### config.mk
export PLATFORM = sky130hd
export DESIGN_NAME = button_debounce_array_flat
export DESIGN_NICKNAME = d
export VERILOG_FILES = /design/src/rtl/button_debounce_array_pkg.sv /design/src/rtl/button_debounce_array_if.sv /design/src/rtl/button_debounce_array_channel.sv /design/src/rtl/button_debounce_array.sv /design/src/flat_wrapper.sv
export SDC_FILE = /design/constraint.sdc
export NUM_CORES = 1
export LEC_CHECK = 0
export CORE_AREA = 5 5 84 106
export DETAILED_ROUTE_END_ITERATION = 8
export DIE_AREA = 0 0 89 111
export PLACE_DENSITY_LB_ADDON = 0.12
export SYNTH_ARGS = -nofsm -noshare
export SYNTH_HDL_FRONTEND = slang
export SYNTH_HIERARCHICAL = 1
export SYNTH_SLANG_ARGS = --single-unit
### constraint.sdc
create_clock -name i_Clock -period 1.9 [get_ports i_Clock]
set_input_delay 0.285 -clock i_Clock [delete_from_list [all_inputs] [get_ports i_Clock]]
set_output_delay 0.285 -clock i_Clock [all_outputs]
set_load 0.01 [all_outputs]
### src/rtl/button_debounce_array_pkg.sv
// Shared constants for the front-panel button debouncer.
// Package button_pkg: default timing windows and the idle (released) level.
package button_pkg;

    localparam int unsigned BTN_STABLE_CYCLES_DEF = 200000;
    localparam int unsigned BTN_LONG_CYCLES_DEF   = 10000000;
    localparam logic        BTN_RELEASED          = 1'b1;

endpackage

### src/rtl/button_debounce_array_if.sv
// Button bundle between the raw pins/consumer and the debouncer array.
// master: drives raw buttons, consumes events. slave: the debouncer.
interface button_debounce_array_if #(
    parameter int unsigned N_CH = 4
);

    logic [N_CH-1:0] i_Btn;
    logic [N_CH-1:0] o_Level;
    logic [N_CH-1:0] o_Press;
    logic [N_CH-1:0] o_Release;
    logic [N_CH-1:0] o_Long;

    modport master (
        output i_Btn,
        input  o_Level,
        input  o_Press,
        input  o_Release,
        input  o_Long
    );

    modport slave (
        input  i_Btn,
        output o_Level,
        output o_Press,
        output o_Release,
        output o_Long
    );

endinterface

### src/rtl/button_debounce_array_channel.sv
// One debounced button channel: 2-flop synchroniser, stability window,
// debounced level, registered press/release pulses.
// Optional long-press one-shot built when BUTTON_LONG_PRESS_EN is defined;
// otherwise o_Long is tied low and LONG_CYCLES is ignored.
module button_debounce_channel
    import button_pkg::*;
#(
    parameter int unsigned STABLE_CYCLES = BTN_STABLE_CYCLES_DEF,
    parameter int unsigned LONG_CYCLES   = BTN_LONG_CYCLES_DEF
) (
    input  logic i_Clock,
    input  logic i_Rst,
    input  logic i_Btn,
    output logic o_Level,
    output logic o_Press,
    output logic o_Release,
    output logic o_Long
);

    localparam int unsigned     CNT_W   = $clog2(STABLE_CYCLES + 1);
    localparam logic [CNT_W-1:0] CNT_MAX = CNT_W'(STABLE_CYCLES);
    localparam logic [CNT_W-1:0] CNT_HIT = CNT_W'(STABLE_CYCLES - 1);

    logic             q1;
    logic             q2;
    logic             s_d;
    logic             lvl;
    logic             lvl_d;
    logic             lvl_next;
    logic [CNT_W-1:0] cnt;
    logic [CNT_W-1:0] cnt_next;

    // Synchronise the asynchronous pin into the clock domain.
    always_ff @(posedge i_Clock) begin
        if (i_Rst) begin
            q1 <= BTN_RELEASED;
            q2 <= BTN_RELEASED;
        end else begin
            q1 <= i_Btn;
            q2 <= q1;
        end
    end

    // Stability window: restart on any change, accept the sample once it has held.
    always_comb begin
        cnt_next = cnt;
        lvl_next = lvl;
        if (q2 != s_d) begin
            cnt_next = '0;
        end else begin
            if (cnt != CNT_MAX) begin
                cnt_next = cnt + CNT_W'(1);
            end
            if (cnt == CNT_HIT) begin
                lvl_next = q2;
            end
        end
    end

    // Window state, debounced level and edge pulses (pulses trail the level by one edge).
    always_ff @(posedge i_Clock) begin
        if (i_Rst) begin
            s_d       <= BTN_RELEASED;
            cnt       <= '0;
            lvl       <= BTN_RELEASED;
            lvl_d     <= BTN_RELEASED;
            o_Press   <= 1'b0;
            o_Release <= 1'b0;
        end else begin
            s_d       <= q2;
            cnt       <= cnt_next;
            lvl       <= lvl_next;
            lvl_d     <= lvl;
            o_Press   <= lvl_d & ~lvl;
            o_Release <= ~lvl_d & lvl;
        end
    end

    assign o_Level = lvl;

`ifdef BUTTON_LONG_PRESS_EN
    localparam int unsigned       LCNT_W   = $clog2(LONG_CYCLES + 1);
    localparam logic [LCNT_W-1:0] LCNT_MAX = LCNT_W'(LONG_CYCLES);
    localparam logic [LCNT_W-1:0] LCNT_HIT = LCNT_W'(LONG_CYCLES - 1);

    logic [LCNT_W-1:0] lcnt;
    logic              long_hit;

    // Hold timer; saturation keeps the one-shot to a single pulse per press.
    always_ff @(posedge i_Clock) begin
        if (i_Rst) begin
            lcnt     <= '0;
            long_hit <= 1'b0;
            o_Long   <= 1'b0;
        end else begin
            if (lvl) begin
                lcnt <= '0;
            end else if (lcnt != LCNT_MAX) begin
                lcnt <= lcnt + LCNT_W'(1);
            end
            long_hit <= ~lvl & (lcnt == LCNT_HIT);
            o_Long   <= long_hit;
        end
    end
`else
    assign o_Long = 1'b0;
`endif

endmodule

### src/rtl/button_debounce_array.sv
// Multi-channel push-button debouncer: N_CH independent channels.
// Long-press detection is built only when BUTTON_LONG_PRESS_EN is defined.
module button_debounce_array
    import button_pkg::*;
#(
    parameter int unsigned N_CH          = 4,
    parameter int unsigned STABLE_CYCLES = BTN_STABLE_CYCLES_DEF,
    parameter int unsigned LONG_CYCLES   = BTN_LONG_CYCLES_DEF
) (
    input  logic                    i_Clock,
    input  logic                    i_Rst,
    button_debounce_array_if.slave  bus
);

    for (genvar ch = 0; ch < N_CH; ch++) begin : g_ch
        button_debounce_channel #(
            .STABLE_CYCLES (STABLE_CYCLES),
            .LONG_CYCLES   (LONG_CYCLES)
        ) u_channel (
            .i_Clock   (i_Clock),
            .i_Rst     (i_Rst),
            .i_Btn     (bus.i_Btn[ch]),
            .o_Level   (bus.o_Level[ch]),
            .o_Press   (bus.o_Press[ch]),
            .o_Release (bus.o_Release[ch]),
            .o_Long    (bus.o_Long[ch])
        );
    end

endmodule

### src/flat_wrapper.sv
// flat-port wrapper written by rule: the top's interface ports become plain ports
module button_debounce_array_flat import button_pkg::*;
#(
    parameter int unsigned N_CH          = 4,
    parameter int unsigned STABLE_CYCLES = BTN_STABLE_CYCLES_DEF,
    parameter int unsigned LONG_CYCLES   = BTN_LONG_CYCLES_DEF
)
  (i_Clock, i_Rst, bus_i_Btn, bus_o_Level, bus_o_Press, bus_o_Release, bus_o_Long);
  button_debounce_array_if #(.N_CH(N_CH)) bus_i ();
  input  logic i_Clock;
  input  logic i_Rst;
  input wire logic [$bits(bus_i.i_Btn)-1:0] bus_i_Btn;
  output wire logic [$bits(bus_i.o_Level)-1:0] bus_o_Level;
  output wire logic [$bits(bus_i.o_Press)-1:0] bus_o_Press;
  output wire logic [$bits(bus_i.o_Release)-1:0] bus_o_Release;
  output wire logic [$bits(bus_i.o_Long)-1:0] bus_o_Long;
  assign bus_i.i_Btn = bus_i_Btn;
  assign bus_o_Level = bus_i.o_Level;
  assign bus_o_Press = bus_i.o_Press;
  assign bus_o_Release = bus_i.o_Release;
  assign bus_o_Long = bus_i.o_Long;
  button_debounce_array #(.N_CH(N_CH), .STABLE_CYCLES(STABLE_CYCLES), .LONG_CYCLES(LONG_CYCLES)) u_core (.i_Clock(i_Clock), .i_Rst(i_Rst), .bus(bus_i));
endmodule
==> out/metrics.cfg <==
[sta]
worst_hold_slack_across_all_endpoints_ns = 0.4132
report.final.setup_viol = 0
fmax_ghz = 0.5565
final_period_minus_worst_setup_slack_ns = 1.797
final_min_period_over_clock_period_pct = 94.58
skew_ns = 0.005077
rsz0062_at_grt = false
tns_ns = 0
finalHoldViolations = 0
finalMaxSlewViolations = 0

[logic_synthesis]
synth.avg_cell_area_um2 = 8.778
post_synth_main_area_contributors = sky130_fd_sc_hd__dfxtp_1 (44%), sky130_fd_sc_hd__xnor2_1 (6.2%), sky130_fd_sc_hd__nor2_1 (4.3%)
total_of_flip_flops_plus_latches_after_synthesis = 100
netlist.area_leader.share_pct = 44.20
synth_fp_nets = 530
ys_warn_count = 6
syn_inst = 516
yosysSeqAreaShare_pct = 44.20
synthDistinctLibCells = 36
netlist.top_cell.by_area = sky130_fd_sc_hd__dfxtp_1
netlist_area_um2 = 4529

[worst_setup_path]
worst_path_max_delay_cell = sky130_fd_sc_hd__or4_1
cp_data_required_time_ns = 2.19
worst_setup_path_startpoint = u_core/g_ch[3].u_channel/cnt[0]
critical_path.max_fanout = 6
startpoint_type_of_the_worst_setup_path = flop
setup.worst_path.end = u_core/g_ch[3].u_channel/cnt[16]
rr_endpoint = u_core/g_ch[3].u_channel/cnt[16]
cp_depth = 5
rr_worst_depth = 5
worstPathCellList = ha_1, nand3_2, or2_4, or4_1, a21oi_1
end_kind = flop
crit_path_kind = flop to flop
cp_slowest_stage_delay_ns = 0.50
regToRegStartpoint = u_core/g_ch[3].u_channel/cnt[0]
ff2ff_setup_slack_ns = 0.10
cp.arrival_ns = 2.08
cp.buffers_inverters = 0
path_delay_family = simple AND/OR/NAND/NOR gates

[drt]
drc = 0
met2_wirelength_um = 4166
finalWirelength_um = 8430
routed-via-count = 3611
wl_per_cell_um = 13.30
ant_nets = 0
drt_pre_antenna_iters = 4
met3RoutedLength_um = 316
drt-met1-wl_um = 3853
detail_route.vias_per_cell = 5.696
routed.top_layer = met4
drt_iter0_markers = 165

[clock_tree]
post_cts.repair.setup_buffers = 0
cts-resized-gates = 0
clock_insertion_delay_worst_skew_ns = 0.36
cell_at_the_root_of_the_clock_tree = sky130_fd_sc_hd__clkbuf_8
cts_inserted_buffers = 9
h-tree-depth = 3
clkTransAtPathRegs_ns = 0.09
cts_sinks = 100
cts_tree = built
cts-root-to-sink-buffers = 2
cts_hold_repair.buffers = 0

[final_layout]
insertedDiodeCount = 0
layout.cells.most_common_list = sky130_fd_sc_hd__dfxtp_1 (97), sky130_fd_sc_hd__nor2_1 (52), sky130_fd_sc_hd__a21oi_1 (36)
final_common_cell = sky130_fd_sc_hd__dfxtp_1
design.final.nets = 550
final_layout_size_suffix_gt1_share_pct = 14.10
final_core_utilization_pct = 64.60
area_delta_synth_final_pct = 9.862

[floorplanning]
die_x_um = 89
ios = 22
design.die.area_um2 = 9879
fp.coreArea_um2 = 7702
chipHeight_um = 111
num_rows = 36
floorplan.initialDensity_pct = 58.80

[grt]
grt_first_pass_wirelength_um = 14370
globalRouteOverflowTotal = 0
grt_max_degree = 19
gr-usage-all-layers_pct = 17.72
first_global_vias = 3344
number_of_antenna_violations_at_the_first_check_in_global_routing = 0

[power_and_ir_drop]
total_power_uw = 3590
p_leak_uw = 0.001668
irDropWorstVdd_v = 0.0004395
pwr_density_cell_nw_per_um2 = 721.5

[status]
status = finished clean

[place]
placer_congestion = 0.8663
portBuffers = 17
dpl.hpwl_um = 5988

[worst_hold_path]
holdCritPathClass = flop to flop

[flow_run]
drv.max_cap_violation_count = 0

-- worst min-delay path by stage --
stage	to	slack (ns)	startpoint	depth (start not counted)
after detailed placement	u_core/g_ch[0].u_channel/q2	0.39	u_core/g_ch[0].u_channel/q1	1
after global placement	u_core/g_ch[0].u_channel/q2	0.39	u_core/g_ch[0].u_channel/q1	1
final	u_core/g_ch[0].u_channel/q2	0.41	u_core/g_ch[0].u_channel/q1	1
after global routing	u_core/g_ch[0].u_channel/q2	0.42	u_core/g_ch[0].u_channel/q1	1
after floorplan	u_core/g_ch[0].u_channel/o_Release	0.36	i_Rst	1
after CTS	u_core/g_ch[0].u_channel/q2	0.41	u_core/g_ch[0].u_channel/q1	1
-- cell usage after synthesis --
cell type                    n
sky130_fd_sc_hd__a311o_1     4
sky130_fd_sc_hd__buf_2       4
sky130_fd_sc_hd__xor2_1      8
sky130_fd_sc_hd__nand4_2     4
sky130_fd_sc_hd__a21oi_1    36
sky130_fd_sc_hd__xnor2_1    32
sky130_fd_sc_hd__and4_1      4
sky130_fd_sc_hd__or4_1      12
sky130_fd_sc_hd__and2b_2     4
sky130_fd_sc_hd__or3_2       4
sky130_fd_sc_hd__buf_1       4
sky130_fd_sc_hd__and3_2      4
sky130_fd_sc_hd__or2_2      20
sky130_fd_sc_hd__ha_1        8
sky130_fd_sc_hd__nor3_1     12
sky130_fd_sc_hd__and3_1     16
sky130_fd_sc_hd__inv_1      28
sky130_fd_sc_hd__o31ai_1    12
sky130_fd_sc_hd__or2_1       4
sky130_fd_sc_hd__nand2_1    20
sky130_fd_sc_hd__a21boi_0    4
sky130_fd_sc_hd__dfxtp_1   100
sky130_fd_sc_hd__or3_1       4
sky130_fd_sc_hd__conb_1      4
sky130_fd_sc_hd__or2b_1      4
sky130_fd_sc_hd__nor2_1     52
sky130_fd_sc_hd__clkbuf_1    4
sky130_fd_sc_hd__nor4_1     24
sky130_fd_sc_hd__nand3_2     8
sky130_fd_sc_hd__nor3b_1     8
sky130_fd_sc_hd__a31o_2      4
sky130_fd_sc_hd__nand3_1    28
sky130_fd_sc_hd__nand4_1     8
sky130_fd_sc_hd__buf_4       4
sky130_fd_sc_hd__or2_4       4
sky130_fd_sc_hd__o21ai_0    16
-- state kept, by name, summed over array words and instances, names as in the netlist --
name,count
u_core/g_ch.u_channel/q1,4
u_core/g_ch.u_channel/o_Release,4
u_core/g_ch.u_channel/lvl_d,4
u_core/g_ch.u_channel/q2,4
u_core/g_ch.u_channel/o_Press,4
u_core/g_ch.u_channel/cnt,72
u_core/g_ch.u_channel/s_d,4
u_core/g_ch.u_channel/o_Level,4
-- per-layer routing --
| metal | vias up | GRT usage [%] |
|---|---|---|
| met5 | - | 0 |
| met4 | 0 | 7.746 |
| met3 | 9 | 3.717 |
| met2 | 61 | 28.79 |
| met1 | 1691 | 22.21 |
| li1 | 1850 | - |
-- power breakdown --
part	internal, µW	leakage (µW)	total (µW)	switching (µW)
registers	2130	0.000811	2150	28.0
logic	70.1	0.000769	167	96.6
clock network	592	0.0000890	1270	677
total	2790	0.00167	3590	802
-- worst register-to-register path, stage by stage, from the launching register on --
cell	delay, ns
sky130_fd_sc_hd__dfxtp_1	0.42
sky130_fd_sc_hd__ha_1	0.24
sky130_fd_sc_hd__nand3_2	0.13
sky130_fd_sc_hd__or2_4	0.30
sky130_fd_sc_hd__or4_1	0.50
sky130_fd_sc_hd__a21oi_1	0.15
-- cells by family (layout without fill, tap and decap cells) --
family | count (synthesis) | after routing | share of synthesized area (%)
AOI/OAI and AO/OA | 76 | 76 | 10.06
xor gates and xnor gates | 40 | 40 | 7.735
adders and majority gates | 8 | 8 | 2.210
buffers and inverters | 44 | 67 | 4.088
DFF | 100 | 100 | 44.20
other | 4 | 4 | 0.3314
and+or+nand+nor | 244 | 244 | 31.38
-- cell type report --
cell class,count,area (µm²)
fillers,658,2726
multi-input cells,372,2345
flip-flops and latches,100,2006
repair buffers,25,230.2
clock buffers,11,131.4
well taps,95,118.9
inverters,28,105.1
clock inverters,3,40.04
-- stage by stage --
step	setup WS [ns]	std cells	cell area (µm²)
floorplan	0.2388	516	4529
global placement	0.1432	620	4798
detailed placement	0.06109	620	4798
CTS	0.05751	634	4970
global route	0.02706	634	4976
finish	0.1030	634	4976
No activity file was read; power rests on OpenSTA's default activity.
